[src/rtl/digiac_bus_sequencer.sv]
// Bus-cycle sequencer: divides clk into CPU bus frames, generates CPU/VIA/phi2 timing,
// and slots DMA RAM accesses into the frame where they cannot collide with the CPU access.
module digiac_bus_sequencer #(
    parameter int CYCLE_LEN = 50,
    parameter int VIA_FIRST = 8,
    parameter int VIA_STEP  = 8,
    parameter int VIA_COUNT = 4,
    parameter int PHI2_FALL = 24,
    parameter int DMA_FIRST = 4,
    parameter int DMA_LAST  = 44
) (
    input  logic        clk,
    input  logic        reset,
    input  logic        halt,
    output logic        cpu_clken,
    output logic        cpu_clken1,
    output logic        via_clken,
    output logic        phi2,
    input  logic [12:0] cpu_addr,
    input  logic        cpu_we,
    input  logic        cpu_ram_sel,
    input  logic [7:0]  cpu_wdata,
    input  logic        dma_req,
    input  logic        dma_we,
    input  logic [12:0] dma_addr,
    input  logic [7:0]  dma_wdata,
    output logic        dma_ack,
    output logic [7:0]  dma_rdata,
    output logic        ram_en,
    output logic        ram_we,
    output logic [12:0] ram_addr,
    output logic [7:0]  ram_wdata,
    input  logic [7:0]  ram_rdata
);

    localparam int CW = $clog2(CYCLE_LEN);

    typedef enum logic [1:0] {
        IDLE,
        ISSUE,
        CAPT,
        ACK
    } dma_state_t;

    dma_state_t  state;
    dma_state_t  state_next;
    logic [CW-1:0] cnt;
    logic [CW-1:0] cnt_next;
    logic        wrap;
    logic        halted;
    logic        dma_window;
    logic        accept;
    logic        dma_we_q;
    logic [12:0] dma_addr_q;
    logic [7:0]  dma_wdata_q;

    function automatic logic via_hit(input logic [CW-1:0] c);
        logic hit;
        hit = 1'b0;
        for (int k = 0; k < VIA_COUNT; k++) begin
            if (int'(c) == VIA_FIRST + k * VIA_STEP) begin
                hit = 1'b1;
            end
        end
        return hit;
    endfunction

    assign wrap       = (cnt == CW'(CYCLE_LEN - 1));
    assign cnt_next   = wrap ? '0 : cnt + 1'b1;
    assign dma_window = halted || ((int'(cnt) >= DMA_FIRST) && (int'(cnt) <= DMA_LAST));

    // Timing outputs are registered from the next counter value so each pulse lands on its cnt slot.
    always_ff @(posedge clk) begin
        if (reset) begin
            cnt        <= '0;
            halted     <= 1'b0;
            cpu_clken  <= 1'b0;
            cpu_clken1 <= 1'b0;
            via_clken  <= 1'b0;
            phi2       <= 1'b0;
            dma_ack    <= 1'b0;
            dma_rdata  <= 8'h00;
            state      <= IDLE;
        end else begin
            cnt        <= cnt_next;
            cpu_clken  <= wrap && !halt;
            cpu_clken1 <= cpu_clken;
            via_clken  <= via_hit(cnt_next);
            if (wrap) begin
                halted <= halt;
            end
            if (cpu_clken) begin
                phi2 <= 1'b1;
            end else if (cnt == CW'(PHI2_FALL)) begin
                phi2 <= 1'b0;
            end
            state   <= state_next;
            dma_ack <= (state == CAPT);
            if (state == CAPT) begin
                dma_rdata <= ram_rdata;
            end
        end
    end

    // Request fields are captured once so the requester may change them during the transfer.
    always_ff @(posedge clk) begin
        if (accept) begin
            dma_we_q    <= dma_we;
            dma_addr_q  <= dma_addr;
            dma_wdata_q <= dma_wdata;
        end
    end

    always_comb begin
        state_next = state;
        accept     = 1'b0;
        case (state)
            IDLE: begin
                if (dma_req && dma_window) begin
                    accept     = 1'b1;
                    state_next = ISSUE;
                end
            end
            ISSUE:   state_next = CAPT;
            CAPT:    state_next = ACK;
            ACK:     state_next = IDLE;
            default: state_next = IDLE;
        endcase
    end

    // The CPU owns the RAM port in its access slot; otherwise the latched DMA request drives it.
    always_comb begin
        ram_en    = cpu_clken1 || (state == ISSUE);
        ram_we    = dma_we_q && (state == ISSUE);
        ram_addr  = dma_addr_q;
        ram_wdata = dma_wdata_q;
        if (cpu_clken1) begin
            ram_we    = cpu_we && cpu_ram_sel;
            ram_addr  = cpu_addr;
            ram_wdata = cpu_wdata;
        end
    end

endmodule

[config.mk]
export PLATFORM = sky130hd
export DESIGN_NAME = digiac_bus_sequencer
export DESIGN_NICKNAME = d
export VERILOG_FILES = /design/src/rtl/digiac_bus_sequencer.sv
export SDC_FILE = /design/constraint.sdc
export NUM_CORES = 1
export LEC_CHECK = 0
export CAP_MARGIN = 20
export CORE_MARGIN = 10
export CORE_UTILIZATION = 40
export DETAILED_ROUTE_END_ITERATION = 10
export PLACE_DENSITY = 0.82
export SLEW_MARGIN = 20
export SYNTH_ARGS = -nofsm -noshare
export SYNTH_HDL_FRONTEND = slang
export SYNTH_SLANG_ARGS = --single-unit
[constraint.sdc]
create_clock -name clk -period 2.7 [get_ports clk]
set_input_delay 0.81 -clock clk [delete_from_list [all_inputs] [get_ports clk]]
set_output_delay 0.81 -clock clk [all_outputs]
set_load 0.005 [all_outputs]
==> summary.log, run 1 <==
qor: outcome.outcome completed
qor: floorplan.chipWidth 88.5 um
qor: sta.totalNegativeSetupSlack 0 ns
qor: sta.tightest_slew 0.535 ns
qor: drt.num_vias 1,426
qor: global_routing.gr-usage-all-layers 12.4%
qor: sta.maxSlewViolCount 0
qor: sta.hold_viol_final 0
qor: final_layout.final_layout_size_suffix_gt1_share 13.6%
qor: synth.post_synth_inst_count 147
qor: synth.synth_sequential_area_ratio 58.7%
qor: power_and_ir_drop.worst_ir_drop_vdd 0.318 mV
qor: clocking.clkLatencyLatePin 0.29 ns
qor: hold_path.hp-class reg2reg
qor: sta.finalSetupViolCount 0
qor: worst_setup_path.timing.critical_path.arrival 1.78 ns
qor: floorplan.initial_standard_cell_utilization_of_the_core 42.2%
qor: worst_setup_path.launch_instance_of_the_worst_register_to_register_path cnt[4]
qor: drt.first_pass_iters 4
qor: clocking.holdBufCountCts 0
qor: worst_setup_path.critical_path.top_delay_family buffers and inverters
qor: power_and_ir_drop.p_per_area 514 nW/um^2
qor: worst_setup_path.worstPathCellList clkdlybuf4s50_1 -> mux2_1 -> dlygate4sd2_1
qor: worst_setup_path.timing.critical_path.required 1.89 ns
qor: global_routing.antenna_found_initial 0
qor: place.gpl.final_weighted_congestion 0.735
qor: worst_setup_path.critPathBufInv 2
qor: floorplan.design.die.area 7820 um^2
qor: sta.post-route-period-util 96.0%
qor: drt.route.antenna.remaining_nets 0
qor: drt.remaining_drc_errors 0
qor: synth.synthDistinctLibCells 31
qor: sta.unrepaired_setup_endpoints_after_global_routing no
qor: clocking.cts_inserted_buffers 5
qor: final_layout.n_antenna_cell 0
qor: clocking.post_cts.resized_instances 22
qor: global_routing.gr-total-overflow 0
qor: final_layout.finish.net_count 305
qor: drt.wl_met3 739 um
qor: floorplan.core_area 4440 um^2
qor: sta.worst_slew_margin_rel 64.3%
qor: final_layout.area.growth.synth_to_final 56.3%
qor: floorplan.die-height 88.5 um
qor: global_routing.grt_pass1_vias 1,437
qor: worst_setup_path.critPathMaxStageDelay 0.41 ns
qor: clocking.clock_path_buffers 2
qor: synth.synth_area_per_cell 12.8 um^2
qor: drt.drt-initial-drc-count 61
qor: worst_setup_path.worstSetupEndpoint ram_addr[12]
qor: sta.achievable-frequency 386 MHz
qor: power_and_ir_drop.power.leakage 1.11 nW
qor: worst_setup_path.crit_fanout 1
qor: clocking.tritoncts built
qor: floorplan.placement_rows 24
qor: worst_setup_path.worst-r2r-cell-count 5
qor: global_routing.grt_start_max_net_pins 26
qor: worst_setup_path.cp-start-kind primary input
qor: floorplan.ios 93
qor: place.dpl_worst_slack -0.101 ns
qor: sta.worst_slack_setup_final 0.108 ns
qor: synth.postSynthNetCount 210
qor: worst_setup_path.timing.rr.end dma_addr_q[10]
qor: worst_setup_path.worst_path_max_delay_cell clkdlybuf4s50_1
qor: worst_setup_path.register_to_register_setup_slack 0.86 ns
qor: drt.wl_per_cell 17.0 um
qor: place.buffer_ports.inserted 92
qor: worst_setup_path.worst_setup_path_end_kind output port
qor: sta.timing.final.crit_period 2.59 ns
qor: worst_setup_path.worstSetupPathType in2out
qor: synth.synthesis.yosys.warnings 0
qor: flow_run.max_cap_violations 0
qor: power_and_ir_drop.post-layout-total-power 1.51 mW
qor: synth.flip_flop_and_latch_count_after_synthesis 44
qor: drt.post_drt_via_cell_ratio 4.83
qor: clocking.cts.clk_slew.worst_paths 0.08 ns
qor: drt.detail_route.wirelength 5.01 mm
qor: drt.detail_route.wirelength.met1 2.14 mm
qor: place.dp_hpwl 4.01 mm
qor: worst_setup_path.crit_path_start cpu_addr[12]
qor: synth.post_synth_instance_area 1870 um^2
qor: clocking.post-cts-setup-buffers 0
qor: clocking.cts_root_buffer clkbuf_8
qor: clocking.h-tree-depth 2
qor: drt.met2RoutedLength 2.09 mm
qor: worst_setup_path.worst-path-stages 3
qor: global_routing.grt_pass1_wl 7.51 mm
qor: sta.hold_slack 0.495 ns
qor: clocking.clock_sink_count 44
qor: sta.finalClockSkew 0.00682 ns
qor: drt.maxUsedRoutingLayer met4
[final cells by class]
class / count / area (um^2)
Clock buffer: 6 / 72.6
Clock inverter: 2 / 35.0
Fill cell: 374 / 1510
Inverter: 6 / 22.5
Multi-Input combinational cell: 90 / 718
Sequential cell: 44 / 1100
Tap cell: 52 / 65.1
Timing Repair Buffer: 95 / 916
[power by group]
group          internal [mW]  switching [mW]
sequential             0.731          0.0144
combinational          0.171          0.0961
clock                  0.275           0.219
[synth_stat cells]
| cell | instances | area share (%) |
|---|---|---|
| or2_2 | 1 | 0.33 |
| nor2b_2 | 1 | 0.47 |
| nor2_1 | 22 | 4.4 |
| nor3_1 | 2 | 0.53 |
| nand4_1 | 1 | 0.33 |
| nand3_1 | 4 | 1.1 |
| nand4b_1 | 1 | 0.47 |
| edfxtp_1 | 22 | 35 |
| a41oi_2 | 1 | 0.87 |
| xnor2_1 | 3 | 1.4 |
| o21ai_1 | 1 | 0.27 |
| nor2b_1 | 2 | 0.67 |
| dfxtp_1 | 22 | 23 |
| or4_4 | 1 | 0.60 |
| a311oi_1 | 1 | 0.47 |
| clkbuf_1 | 5 | 1.0 |
| and3_1 | 1 | 0.33 |
| mux2_1 | 4 | 2.4 |
| buf_2 | 1 | 0.27 |
| a21oi_1 | 1 | 0.27 |
| o21ai_0 | 1 | 0.27 |
| xor2_1 | 2 | 0.93 |
| buf_6 | 1 | 0.60 |
| a21bo_2 | 1 | 0.53 |
| nand2b_1 | 1 | 0.33 |
| ha_1 | 6 | 4.0 |
| mux2i_1 | 11 | 5.9 |
| or4b_1 | 1 | 0.53 |
| nand2_1 | 3 | 0.60 |
| mux2_2 | 17 | 10 |
| inv_1 | 6 | 1.2 |
[registers in the layout (all words and copies together), names as in the netlist]
signal,count
halted,1
dma_we_q,1
cnt,6
state,2
dma_addr_q,13
via_clken,1
phi2,1
dma_ack,1
dma_wdata_q,8
cpu_clken1,1
dma_rdata,8
cpu_clken,1
[cells by family (layout without fill, tap and decap cells)]
kind of cell	after synthesis	after routing	synth area share (%)
adders and majority gates	6	6	4.01
AOI/OAI and AO/OA	6	6	2.67
DFF	44	44	58.7
muxes	32	32	18.5
xor gates and xnor gates	5	5	2.34
buffers and inverters	13	109	3.07
and+or+nand+nor	41	41	10.7
[metal layers]
metal  up-vias  track usage, %
li1        698               -
met1       646            14.7
met2        77            19.0
met3         5            7.17
met4         0            3.08
met5         -               0
[layout by cell type, fill, tap and decap left out, drive strengths merged, types with 2 or more instances in the layout]
cell	instances
buf	3
clkdlybuf4s50	70
nand3	4
mux2i	11
inv	6
clkbuf	6
mux2	21
o21ai	2
nor3	2
nor2b	3
dfxtp	22
xor2	2
ha	6
nor2	22
edfxtp	22
nand2	3
xnor2	3
dlygate4sd2	22
[per-stage QoR]
stage,instances,utilization (%),cell area (um^2)
global placement,287,64.1,2850
floorplan,147,-,1870
global route,295,65.9,2930
finish,295,65.9,2930
CTS,295,65.9,2930
detailed placement,287,64.1,2850
[tightest hold or removal path: stages, from the launching register on]
cell	delay (ns)
dfxtp_1	0.33
mux2i_1	0.06
nor2_1	0.07
[worst min-delay path by stage]
stage	start	to	slack [ns]	cells after the start
CTS	cpu_clken	cpu_clken1	0.50	1
finish	dma_rdata[7]	dma_rdata[7]	0.49	2
global route	cpu_clken	cpu_clken1	0.52	1
detailed placement	dma_rdata[5]	dma_rdata[5]	0.49	2
global placement	phi2	phi2	0.47	2
floorplan	cnt[0]	cnt[0]	0.46	1
(Power assumes the default switching activity.)
==> inputs of run 2 (changes only) <==
--- a/config.mk
+++ b/config.mk
@@ -9,7 +9,7 @@
 export CORE_MARGIN = 10
 export CORE_UTILIZATION = 40
 export DETAILED_ROUTE_END_ITERATION = 10
-export PLACE_DENSITY = 0.82
+export PLACE_DENSITY = 0.8
 export SLEW_MARGIN = 20
 export SYNTH_ARGS = -nofsm -noshare
 export SYNTH_HDL_FRONTEND = slang
==> run 2 against run 1 <==
  * Core utilization unchanged
  * Combinational power about the same
  * Global-route usage up 0.27 points
  * Sequential cell count unchanged
  * Count of clock-buffer cells in the layout unchanged
  * Critical path type unchanged
  * Largest power group unchanged
==> summary.log, run 2 (synthesis results as in run 1) <==
qor: worst_setup_path.critPathBufInv 2
qor: floorplan.placement_rows 24
qor: worst_setup_path.worstSetupPathType in2out
qor: clocking.clkLatencyLatePin 0.29 ns
qor: final_layout.finish.net_count 305
qor: sta.achievable-frequency 386 MHz
qor: global_routing.grt_pass1_wl 7.70 mm
qor: worst_setup_path.worst_path_max_delay_cell clkdlybuf4s50_1
qor: floorplan.ios 93
qor: power_and_ir_drop.power.net_switching 0.326 mW
qor: power_and_ir_drop.worst_ir_drop_vdd 0.369 mV
qor: final_layout.n_antenna_cell 0
qor: place.buffer_ports.inserted 92
qor: sta.finalClockSkew 0.00573 ns
qor: drt.num_vias 1,421
qor: worst_setup_path.crit_fanout 1
qor: final_layout.mostFrequentLayoutCell clkdlybuf4s50_1
qor: power_and_ir_drop.power_frac_clock 32.6%
qor: worst_setup_path.critPathMaxStageDelay 0.41 ns
qor: power_and_ir_drop.intPower 1.18 mW
qor: drt.first_pass_iters 4
qor: clocking.clock_path_buffers 2
qor: clocking.h-tree-depth 2
qor: worst_setup_path.timing.critical_path.arrival 1.78 ns
qor: flow_run.max_cap_violations 0
qor: floorplan.chipWidth 88.5 um
qor: worst_setup_path.worstPathCellList clkdlybuf4s50_1 -> mux2_1 -> dlygate4sd2_1
qor: final_layout.layout.filler_cells 355
qor: final_layout.area.growth.synth_to_final 56.3%
qor: floorplan.core_area 4440 um^2
qor: worst_setup_path.launch_instance_of_the_worst_register_to_register_path cnt[4]
qor: worst_setup_path.critical_path.top_delay_family buffers and inverters
qor: global_routing.antenna_found_initial 0
qor: place.placed_cells_incl_taps 287
qor: clocking.tritoncts built
qor: power_and_ir_drop.comb_power_share 17.7%
qor: hold_path.holdCritStartpoint dma_rdata[2]
qor: final_layout.largest_register dma_addr_q
qor: clocking.post-cts-setup-buffers 0
qor: final_layout.biggestRegsByFlops dma_addr_q x13, dma_rdata x8, dma_wdata_q x8
qor: global_routing.gr-total-overflow 0
qor: power_and_ir_drop.post-layout-total-power 1.50 mW
qor: clocking.clock_sink_count 44
qor: final_layout.footprint_of_the_flip_flops_and_latches 1100 um^2
qor: sta.timing.final.crit_period 2.59 ns
qor: final_layout.final_core_utilization 65.9%
qor: power_and_ir_drop.p_per_area 513 nW/um^2
qor: sta.maxSlewViolCount 0
qor: power_and_ir_drop.power.share.switching 21.7%
qor: clocking.cts_root_buffer clkbuf_8
qor: clocking.cts_inserted_buffers 5
qor: drt.post_drt_via_cell_ratio 4.82
qor: sta.tightest_slew 0.516 ns
qor: drt.wl_per_cell 16.9 um
qor: drt.remaining_drc_errors 0
qor: floorplan.design.die.area 7820 um^2
qor: place.dp_hpwl 3.93 mm
qor: worst_setup_path.timing.critical_path.required 1.89 ns
qor: global_routing.gr-usage-all-layers 12.7%
qor: drt.drt-initial-drc-count 56
qor: floorplan.die-height 88.5 um
qor: global_routing.grt_start_max_net_pins 26
qor: sta.hold_slack 0.494 ns
qor: outcome.outcome completed
qor: sta.post-route-period-util 96.0%
qor: global_routing.grt_pass1_vias 1,466
qor: sta.hold_viol_final 0
qor: final_layout.layout_common_cells clkdlybuf4s50_1, dfxtp_1, edfxtp_1, dlygate4sd2_1, nor2_1
qor: worst_setup_path.worst_setup_path_end_kind output port
qor: place.gpl.final_weighted_congestion 0.698
qor: drt.detail_route.wirelength 4.99 mm
qor: sta.finalSetupViolCount 0
qor: final_layout.multi_input_comb_area 718 um^2
qor: worst_setup_path.cp-start-kind primary input
qor: final_layout.final_cell_count_no_fill 295
qor: final_layout.largest_register_ff_count 13
qor: hold_path.hp-class reg2reg
qor: worst_setup_path.crit_path_start cpu_wdata[7]
qor: drt.route.antenna.remaining_nets 0
qor: floorplan.initial_standard_cell_utilization_of_the_core 42.2%
qor: sta.worst_slew_margin_rel 65.6%
qor: sta.unrepaired_setup_endpoints_after_global_routing no
qor: power_and_ir_drop.power.leakage 1.11 nW
qor: clocking.cts.clk_slew.worst_paths 0.08 ns
qor: power_and_ir_drop.power.sequential.fraction 49.7%
qor: final_layout.final_layout_size_suffix_gt1_share 13.6%
==> run 2: cell counts in the layout (fill, tap and decap cells not counted) <==
Identical to the previous run, type by type.
==> run 2: worst paths after layout <==
| kind | end | slack (ns) | cells after the start |
|---|---|---|---|
| max | ram_wdata[7] | 0.11 | 3 |
| min | dma_rdata[2] | 0.49 | 2 |
| max reg2reg | dma_wdata_q[7] | 0.85 | 5 |
| min reg2reg | dma_rdata[2] | 0.49 | 2 |
==> run 2: repair_timing <==
action                                  in CTS  in global routing
endpoints found under the setup margin      22                  0
resized for setup                           22                  0
hold buffers                                 0                  0
==> run 2: per-stage QoR <==
step	setup TNS (ns)	setup slack, ns	cell area, um^2
4_1_cts	0	0.0971	2930
3_5_place_dp	-0.905	-0.0922	2850
3_3_place_gp	-0.691	-0.0593	2850
2_1_floorplan	0	0.453	1870
5_1_grt	0	0.0732	2930
6_report	0	0.108	2930
==> run 2: final cells by class <==
cell class / instances / area share (%)
Clock buffer: 6 / 2.48
Clock inverter: 2 / 1.20
Inverter: 6 / 0.769
Multi-Input combinational cell: 90 / 24.5
Sequential cell: 44 / 37.6
Tap cell: 52 / 2.22
Timing Repair Buffer: 95 / 31.3
==> run 2: power groups by stage <==
stage	registers, mW	clock network (mW)	logic, mW
2_1_floorplan	0.760	0	0.119
3_3_place_gp	0.761	0	0.273
3_5_place_dp	0.762	0	0.278
4_1_cts	0.747	0.516	0.271
5_1_grt	0.750	0.542	0.294
6_report	0.746	0.491	0.266
==> run 2: worst register-to-register path: stages, from the launching register on <==
cell and delay (ns):
dfxtp_1 0.37, or4_4 0.56, and3_1 0.19, o21ai_1 0.18
nor2_2 0.04, buf_4 0.23
==> run 2: layer usage <==
layer / global-route usage [%] / wire (um) / vias to the layer above
met2: 18.6 / 1990 / 82
met3: 7.63 / 794 / 4
li1: - / - / 699
met1: 15.8 / 2180 / 636
met4: 2.64 / 27 / 0
met5: 0 / 0 / -
